$ cat src/rtl/alu_pkg.sv
// alu_pkg: constants and types shared by the issue stage and the ALU.
//   - ALU op codes (4 bits). Codes 10-15 are unused.
//   - RV32I major opcodes handled by the integer issue stage.
//   - funct7 values that select the base and alternate operations.
//   - issue_t: the payload carried from decode to the ALU.
package alu_pkg;

    localparam int DATA_W = 32;
    localparam int ALU_W  = 4;

    localparam logic [3:0] ALU_ADD  = 4'd0;
    localparam logic [3:0] ALU_SUB  = 4'd1;
    localparam logic [3:0] ALU_AND  = 4'd2;
    localparam logic [3:0] ALU_OR   = 4'd3;
    localparam logic [3:0] ALU_XOR  = 4'd4;
    localparam logic [3:0] ALU_SLT  = 4'd5;
    localparam logic [3:0] ALU_SLTU = 4'd6;
    localparam logic [3:0] ALU_SLL  = 4'd7;
    localparam logic [3:0] ALU_SRL  = 4'd8;
    localparam logic [3:0] ALU_SRA  = 4'd9;

    localparam logic [6:0] OPC_OP     = 7'b0110011;
    localparam logic [6:0] OPC_OP_IMM = 7'b0010011;
    localparam logic [6:0] OPC_LUI    = 7'b0110111;
    localparam logic [6:0] OPC_AUIPC  = 7'b0010111;

    localparam logic [6:0] F7_BASE = 7'b0000000;
    localparam logic [6:0] F7_ALT  = 7'b0100000;

    // Field order is the packed order inside the skid buffer (75 bits).
    typedef struct packed {
        logic [DATA_W-1:0] a;
        logic [DATA_W-1:0] b;
        logic [ALU_W-1:0]  alu_control;
        logic [4:0]        rd;
        logic              rd_we;
        logic              illegal;
    } issue_t;

    localparam int ISSUE_W = $bits(issue_t);

    // funct3 -> op code. 000 always yields ADD here; SUB is an OP-only
    // override applied by the caller. alt (instr[30]) picks SRA over SRL.
    function automatic logic [3:0] f3_to_alu(input logic [2:0] f3, input logic alt);
        logic [3:0] op;
        case (f3)
            3'b000:  op = ALU_ADD;
            3'b001:  op = ALU_SLL;
            3'b010:  op = ALU_SLT;
            3'b011:  op = ALU_SLTU;
            3'b100:  op = ALU_XOR;
            3'b101:  op = alt ? ALU_SRA : ALU_SRL;
            3'b110:  op = ALU_OR;
            default: op = ALU_AND;
        endcase
        return op;
    endfunction

endpackage

$ cat src/rtl/alu_issue_skid.sv
// alu_issue_skid: generic 2-entry skid buffer (main/output register + skid).
//   clk, rst            clock, synchronous active-high reset
//   in_valid/in_ready   upstream handshake; in_ready is registered
//   in_data [W]         upstream payload
//   out_valid/out_ready downstream handshake
//   out_data [W]        downstream payload (held stable while stalled)
module alu_issue_skid #(
    parameter int W = 75
) (
    input  logic         clk,
    input  logic         rst,
    input  logic         in_valid,
    output logic         in_ready,
    input  logic [W-1:0] in_data,
    output logic         out_valid,
    input  logic         out_ready,
    output logic [W-1:0] out_data
);

    logic         main_valid, skid_valid, ready_q;
    logic [W-1:0] main_data, skid_data;
    logic         main_valid_d, skid_valid_d;
    logic [W-1:0] main_data_d, skid_data_d;
    logic         accept, drain;

    assign accept = in_valid & ready_q;
    assign drain  = main_valid & out_ready;

    // ready_q is low whenever skid holds data, so accept and a skid
    // refill can never coincide.
    always_comb begin
        main_valid_d = main_valid;
        skid_valid_d = skid_valid;
        main_data_d  = main_data;
        skid_data_d  = skid_data;
        if (drain) begin
            if (skid_valid) begin
                main_data_d  = skid_data;
                skid_valid_d = 1'b0;
            end else if (accept) begin
                main_data_d  = in_data;
            end else begin
                main_valid_d = 1'b0;
            end
        end else if (accept) begin
            if (!main_valid) begin
                main_data_d  = in_data;
                main_valid_d = 1'b1;
            end else begin
                skid_data_d  = in_data;
                skid_valid_d = 1'b1;
            end
        end
    end

    always_ff @(posedge clk) begin
        if (rst) begin
            main_valid <= 1'b0;
            skid_valid <= 1'b0;
            main_data  <= '0;
            skid_data  <= '0;
            ready_q    <= 1'b0;
        end else begin
            main_valid <= main_valid_d;
            skid_valid <= skid_valid_d;
            main_data  <= main_data_d;
            skid_data  <= skid_data_d;
            ready_q    <= !skid_valid_d;
        end
    end

    assign in_ready  = ready_q;
    assign out_valid = main_valid;
    assign out_data  = main_data;

endmodule

$ cat src/rtl/alu_issue_stage.sv
// alu_issue_stage: RV32I integer decode/issue stage feeding the ALU.
// Decodes OP / OP-IMM / LUI / AUIPC into operands A/B and a 4-bit ALU op,
// then registers the result through a 2-entry skid buffer (1 cycle latency,
// 1 instr/cycle). Undecodable instructions are still issued, flagged illegal.
//   clk, rst                    clock, synchronous active-high reset
//   in_valid/in_ready           upstream handshake
//   in_instr, in_pc             instruction word and its address
//   in_rs1_data, in_rs2_data    register operands
//   out_valid/out_ready         downstream handshake
//   out_a, out_b                ALU operands
//   out_alu_control             ALU op code
//   out_rd, out_rd_we           destination register and write enable
//   out_illegal                 instruction not handled by this stage
module alu_issue_stage
    import alu_pkg::*;
(
    input  logic        clk,
    input  logic        rst,
    input  logic        in_valid,
    output logic        in_ready,
    input  logic [31:0] in_instr,
    input  logic [31:0] in_pc,
    input  logic [31:0] in_rs1_data,
    input  logic [31:0] in_rs2_data,
    output logic        out_valid,
    input  logic        out_ready,
    output logic [31:0] out_a,
    output logic [31:0] out_b,
    output logic [3:0]  out_alu_control,
    output logic [4:0]  out_rd,
    output logic        out_rd_we,
    output logic        out_illegal
);

    logic [6:0]  opcode, funct7;
    logic [2:0]  funct3;
    logic [31:0] imm_i, imm_u, shamt;
    logic        legal;
    issue_t      dec, out_q;

    assign opcode = in_instr[6:0];
    assign funct3 = in_instr[14:12];
    assign funct7 = in_instr[31:25];
    assign imm_i  = {{20{in_instr[31]}}, in_instr[31:20]};
    assign imm_u  = {in_instr[31:12], 12'b0};
    assign shamt  = {27'b0, in_instr[24:20]};

    always_comb begin
        dec    = '0;
        legal  = 1'b0;
        dec.rd = in_instr[11:7];
        case (opcode)
            OPC_OP: begin
                dec.a           = in_rs1_data;
                dec.b           = in_rs2_data;
                dec.alu_control = f3_to_alu(funct3, in_instr[30]);
                if (funct7 == F7_BASE) begin
                    legal = 1'b1;
                end else if (funct7 == F7_ALT && (funct3 == 3'b000 || funct3 == 3'b101)) begin
                    legal = 1'b1;
                    if (funct3 == 3'b000) dec.alu_control = ALU_SUB;
                end
            end
            OPC_OP_IMM: begin
                dec.a           = in_rs1_data;
                dec.b           = imm_i;
                dec.alu_control = f3_to_alu(funct3, in_instr[30]);
                legal           = 1'b1;
                // Shifts carry shamt in the immediate; upper bits must be a
                // recognised funct7 or the encoding is reserved.
                if (funct3 == 3'b001) begin
                    dec.b = shamt;
                    legal = (funct7 == F7_BASE);
                end else if (funct3 == 3'b101) begin
                    dec.b = shamt;
                    legal = (funct7 == F7_BASE) || (funct7 == F7_ALT);
                end
            end
            OPC_LUI: begin
                dec.b = imm_u;
                legal = 1'b1;
            end
            OPC_AUIPC: begin
                dec.a = in_pc;
                dec.b = imm_u;
                legal = 1'b1;
            end
            default: legal = 1'b0;
        endcase
        if (!legal) begin
            dec.a           = '0;
            dec.b           = '0;
            dec.alu_control = ALU_ADD;
            dec.illegal     = 1'b1;
        end
        dec.rd_we = legal && (in_instr[11:7] != 5'd0);
    end

    alu_issue_skid #(.W(ISSUE_W)) u_skid (
        .clk       (clk),
        .rst       (rst),
        .in_valid  (in_valid),
        .in_ready  (in_ready),
        .in_data   (dec),
        .out_valid (out_valid),
        .out_ready (out_ready),
        .out_data  (out_q)
    );

    assign out_a           = out_q.a;
    assign out_b           = out_q.b;
    assign out_alu_control = out_q.alu_control;
    assign out_rd          = out_q.rd;
    assign out_rd_we       = out_q.rd_we;
    assign out_illegal     = out_q.illegal;

endmodule

$ cat config.mk
export PLATFORM = sky130hd
export DESIGN_NAME = alu_issue_stage
export DESIGN_NICKNAME = d
export VERILOG_FILES = /design/src/rtl/alu_pkg.sv /design/src/rtl/alu_issue_skid.sv /design/src/rtl/alu_issue_stage.sv
export SDC_FILE = /design/constraint.sdc
export NUM_CORES = 1
export LEC_CHECK = 0
export CORE_ASPECT_RATIO = 0.75
export CORE_UTILIZATION = 51
export DETAILED_ROUTE_END_ITERATION = 8
export PLACE_DENSITY_LB_ADDON = 0.3
export RECOVER_POWER = 50
export SYNTH_ARGS = -nofsm -noshare
export SYNTH_HDL_FRONTEND = slang
export SYNTH_SLANG_ARGS = --single-unit
$ cat constraint.sdc
create_clock -name clk -period 3.9 [get_ports clk]
set_input_delay 0.78 -clock clk [delete_from_list [all_inputs] [get_ports clk]]
set_output_delay 0.78 -clock clk [all_outputs]
set_load 0.05 [all_outputs]
# Yosys cells after proc, flatten, opt, wreduce, memory -nomap -nowiden
# Index checks and enable logic that the tools add are counted.
[classes]
n_eq_ne = 14
muxes = 29
bitwise = 3
n_reduce_logical = 15
[op_table]
columns = ["cell", "n"]
rows = [
  ["$mux W75", 5],
  ["$pmux W32 S3", 1],
  ["$mux W68", 1],
  ["$mux W32", 2],
  ["$pmux W32 S2", 1],
  ["$pmux W4 S7", 1],
  ["$eq A7 B6 Y1 const B", 3],
  ["$eq A7 B5 Y1 const B", 2],
  ["$mux W1", 13],
  ["$mux W4", 3],
  ["$eq A3 B3 Y1 const B", 3],
  ["$reduce_and A3 Y1", 3],
  ["$pmux W4 S2", 1],
  ["$logic_not A7 Y1", 1],
  ["$eq A3 B2 Y1 const B", 2],
  ["$ne A2 B2 Y1 const B", 3],
  ["$reduce_bool A5 Y1", 1],
  ["$reduce_bool A2 Y1", 2],
  ["$reduce_or A2 Y1", 2],
  ["$eq A3 B1 Y1 const B", 1],
  ["$logic_not A3 Y1", 1],
  ["$pmux W1 S3", 1],
  ["$and A1 B1 Y1", 2],
  ["$logic_and A1 B1 Y1", 2],
  ["3 further kinds", 4],
]
[word_totals]
reg_bits = 153
in_bits = 132
out_inout_bits = 77
wordCells = 66

# Longest topological paths before layout
[logic_depth]
word_depth = 10
depth_mapped = 8
ltp_nobuf = 5

# Cells and area by module
# From an unflattened synthesis, not the netlist that was laid out.
[hier_totals]
hier_cells = 864
area_unflattened_um2 = 7648.6
[modules_own_cells]
columns = ["module", "instances", "cells_each", "area_each_um2", "seq_area_each_um2"]
rows = [
  ["alu_issue_skid", 1, 694, 6596.3, 3062.9],
  ["alu_issue_stage", 1, 170, 1052.3, 0.0],
]

# Least setup slack after synthesis
# OpenSTA, ideal clock, no wires.
[synth_path]
path_kind = "input to register"
start = "input port in_instr[25]"
end = "register u_skid.main_data[8], in the netlist u_skid.out_data[8]"
setup_time_ns = 0.078
arrival_ns = 2.394
t_required_ns = 3.822
setup_slack_ns = 1.428
stages = 6
path_buffers = 1
cell_sequence = "nor4_2 -> a2bb2oi_2 -> or3_4 -> or4_4 -> buf_6 -> o22ai_2"
[synth_via]
elab_chain_cells = 9
word_cells_on_any_way = 18
cone_classes = "1 x eq/ne; 14 x mux; 3 x reduce/logical"
[synth_lines]
columns = ["item", "line", "rtl"]
rows = [
  ["start: declaration", "alu_issue_stage.sv:21", "input logic [31:0] in_instr,"],
  ["$eq A7 B6 Y1 / $logic_not A7 Y1 (equally long branches)", "-", ""],
  ["$logic_or A1 B1 Y1 / $logic_and A1 B1 Y1 (equally long branches)", "alu_issue_stage.sv:76, alu_issue_stage.sv:59", ""],
  ["$mux W1 (tied with other cells)", "alu_issue_stage.sv:74", "end else if (funct3 == 3'b101) begin"],
  ["$mux W1 (tied with other cells)", "alu_issue_stage.sv:71", "if (funct3 == 3'b001) begin"],
  ["$pmux W1 S3 / $pmux W4 S2 (equally long branches)", "alu_issue_stage.sv:52", "case (opcode)"],
  ["$mux W68 *", "alu_issue_stage.sv:90", "if (!legal) begin"],
  ["$mux W75 (on tied branches)", "alu_issue_skid.sv:46, alu_issue_skid.sv:40", ""],
  ["$mux W75 (on tied branches)", "alu_issue_skid.sv:45, alu_issue_skid.sv:37", ""],
  ["$mux W75 *", "alu_issue_skid.sv:36", "if (drain) begin"],
  ["end signal: assignment", "alu_issue_skid.sv:66", "main_data <= main_data_d;"],
  ["end: declaration", "alu_issue_skid.sv:21", "logic [W-1:0] main_data, skid_data;"],
]
# Mark *: on every way between the ends. The rest lies on a longest branch, timed or not. The select of a mux whose other input is x is not followed.
# A chain may end at the register's enable or synchronous reset.

# Worst setup path in the final report
[layout_path]
start = "input port out_ready"
end = "register u_skid.main_data[48], in the netlist u_skid.out_data[48]"
[layout_via]
elab_chain_cells = 3
word_cells_on_any_way = 5
cone_classes = "1 x eq/ne; 1 x mux; 1 x bitwise; 2 x reduce/logical"
[layout_lines]
columns = ["item", "line", "rtl"]
rows = [
  ["start: declaration", "alu_issue_stage.sv:26", "input logic out_ready,"],
  ["$and A1 B1 Y1 *", "alu_issue_skid.sv:27", "assign drain = main_valid & out_ready;"],
  ["$ne A2 B2 Y1 (no line) / $reduce_bool A2 Y1 (equally long branches)", "-", ""],
  ["$reduce_and A3 Y1 (no line)", "-", ""],
]
# Mark *: on every way between the ends. The rest lies on a longest branch, timed or not.

==> results.sh <==
export IMPL_ant_nets=0
export IMPL_yosysWarnings=0
export IMPL_rr_startpoint="u_skid.out_valid"
export IMPL_yosys_most_used_dff="dfxtp_1"
export IMPL_synth_simple_area_share_pct=17.18
export IMPL_ioPinCount=209
export IMPL_holdPathStages=2
export IMPL_fin_crit_sh_pct=84.77
export IMPL_grt_overflow=0
export IMPL_cts_buffer_depth=2
export IMPL_hold_buffers=0
export IMPL_area_growth_syn_to_layout_pct=38.58
export IMPL_post_cts_buffers=0
export IMPL_clk_pin_slew_ps=70
export IMPL_die_area_mm2=0.01417
export IMPL_drv_cap=2
export IMPL_vias=7293
export IMPL_final_cell_mix="dfxtp_1 (153), clkdlybuf4s50_1 (127), nand2_1 (89)"
export IMPL_postLayoutCellArea_mm2=0.009677
export IMPL_worst_pin_slew_ps=1743
export IMPL_drive_gt1_share_pct=7.396
export IMPL_drt_pass1_iterations=5
export IMPL_fillerInstances=1013
export IMPL_grt_antenna_before_repair=0
export IMPL_place_congestion=0.8939
export IMPL_cp_data_required_time_ps=4220
export IMPL_async_flop_share_pct=0
export IMPL_ys_ff_latch=153
export IMPL_drt_iter0_markers=707
export IMPL_track_usage_pct=32.33
export IMPL_cp_data_arrival_time_ps=3620
export IMPL_synth_nets=968
export IMPL_violations="max-capacitance violations, max-slew violations"
export IMPL_cts_sinks=153
export IMPL_grt_pass1_wl_um=35200
export IMPL_grt_pass1_vias=6695
export IMPL_wl_per_cell_um=19.27
export IMPL_postSynthCellCount=836
export IMPL_relSlewSlack_pct=-16.21
export IMPL_clock_skew_ps=10.39
export IMPL_post_route_min_period_ps=3306
export IMPL_setup_viol_count_final=0
export IMPL_numCtsBuffers=17
export IMPL_register_area_mm2=0.003063
export IMPL_die_x_um=137.1
export IMPL_rows=36
export IMPL_cts_tree="done"
export IMPL_hold_violations=0
export IMPL_netlist_area_mm2=0.006983
export IMPL_synth_enable_flop_cells=0
export IMPL_ys_types=47
export IMPL_synthMuxAreaShare_pct=0.8601
export IMPL_power_leakage_uw=0.003677
export IMPL_initial_utilization_pct=53.09
export IMPL_outcome="finished with violations"
export IMPL_yosysSeqAreaShare_pct=43.86
export IMPL_dpl_hpwl_um=14980
export IMPL_setup_tns_final_ps=0
export IMPL_grt_max_degree=70
export IMPL_synth_compound_area_share_pct=31.70
export IMPL_r2r_cells=4
export IMPL_final_nets=1133
export IMPL_p_per_area_mw_per_mm2=401.9
export IMPL_vdd_drop_max_v=0.0003636
export IMPL_reg2reg_to="u_skid.out_data[48]"
export IMPL_worstSkewPairLatency_ps=430
export IMPL_crit_type="primary input to flip-flop"
export IMPL_synth_top_family_by_area="compound AO/OA/AOI/OAI gates"
export IMPL_rsz0062_at_grt="no"
export IMPL_hold_path_end="u_skid.skid_data[61]"
export IMPL_avgSynthCellArea_um2=8.353
export IMPL_holdCritStartpoint="u_skid.skid_data[61]"
export IMPL_slew_violations=117
export IMPL_routed_wl_um=22840
export IMPL_coreArea_mm2=0.01315
export IMPL_crit_start="out_ready"
export IMPL_critPathMaxFanout=46
export IMPL_worst_r2r_setup_slack_ps=1100
export IMPL_drc=0
export IMPL_placed_area_mm2=0.009165
export IMPL_synthAdderAreaFrac_pct=0
export IMPL_ctsRootBufferMaster="clkbuf_16"
export IMPL_end_kind="flip-flop"
export IMPL_synth_xor_area_share_pct=0.1254
export IMPL_cts_resized=0
export IMPL_hp_class="flip-flop to flip-flop"
export IMPL_die_h_um=103.3
export IMPL_vias_per_cell=6.154
export IMPL_cts_htree_levels=4
export IMPL_max_freq_mhz=302.5
export IMPL_cp_start_kind="primary input"
export IMPL_diodes=0
export IMPL_port_buffer_count=208
export IMPL_multiInputGateArea_mm2=0.003496
export IMPL_layout_commonest_cell="dfxtp_1"
## sequential cells by signal, indices dropped and copies added, names as in the netlist
name	cells
u_skid.out_data	75
u_skid.skid_data	75
u_skid.in_ready	1
u_skid.out_valid	1
u_skid.skid_valid	1
## final cells by class
cell class / instances / share of cell area (%)
Clock buffer: 19 / 4.474
Sequential cell: 153 / 31.65
Multi-Input combinational cell: 573 / 36.13
Timing Repair Buffer: 234 / 23.51
Tap cell: 171 / 2.211
Clock inverter: 13 / 1.177
Inverter: 22 / 0.8534
## kinds of logic after synthesis
group,after synthesis
buf+inv,110
simple gates,253
mux,6
xor+xnor,1
flops,153
compound gates,313
## power breakdown
group	leakage (µW)	internal [µW]	total, µW	switching [µW]
registers	0.00124	1610	1640	26.1
clock network	0.000255	832	1540	713
logic	0.00218	271	706	434
total	0.00368	2720	3890	1170
## Yosys cell counts, types with 8 or more instances
| master | n | area share [%] |
|---|---|---|
| dfxtp_1 | 153 | 44 |
| o21ai_0 | 23 | 1.6 |
| a221oi_1 | 20 | 2.5 |
| nor2_1 | 77 | 4.1 |
| a21oi_1 | 79 | 5.7 |
| nand2_1 | 91 | 4.9 |
| o21ai_1 | 18 | 1.3 |
| a211oi_1 | 60 | 6.5 |
| o22ai_2 | 8 | 1.4 |
| inv_1 | 21 | 1.1 |
| nand4_1 | 51 | 4.6 |
| a22o_1 | 58 | 7.3 |
| a22oi_1 | 26 | 2.8 |
| buf_2 | 8 | 0.57 |
| clkbuf_1 | 75 | 4.0 |
## worst max-delay path by stage
stage / endpoint / slack, ps / cells past startpoint
after CTS: u_skid.skid_data[74] / 980 / 5
after global placement: u_skid.skid_data[47] / 650 / 5
final: u_skid.out_data[48] / 590 / 5
after floorplan: u_skid.out_data[8] / 1430 / 6
after global routing: u_skid.out_data[34] / 410 / 5
after detailed placement: u_skid.skid_data[46] / 560 / 5
## worst max-delay path, cell delays in order
cell	delay, ps
dlygate4sd3_1	610
and3_1	1350
buf_4	490
a21oi_1	120
a211oi_1	250
## through the flow
stage                     instances  hold WS, ps  utilization [%]  worst slack, ps  total power [µW]
after floorplan                 836        425.4                -             1428              2071
after global placement         1153        431.8            69.68            654.3              2385
after detailed placement       1153        438.8            69.68            558.8              2390
after CTS                      1185        447.2            73.84            982.0              3901
after global routing           1185        463.5            73.57            413.4              4004
final                          1185        445.9            73.57            594.0              3889
## per-layer routing
layer | share of wire, % | global-route usage, % | up-vias
met5 | 0 | 0 | -
met4 | 2.2 | 14.03 | 0
met3 | 11 | 9.016 | 40
met1 | 42 | 42.99 | 3417
met2 | 45 | 49.34 | 385
li1 | - | - | 3451
(Power assumes the default switching activity.)
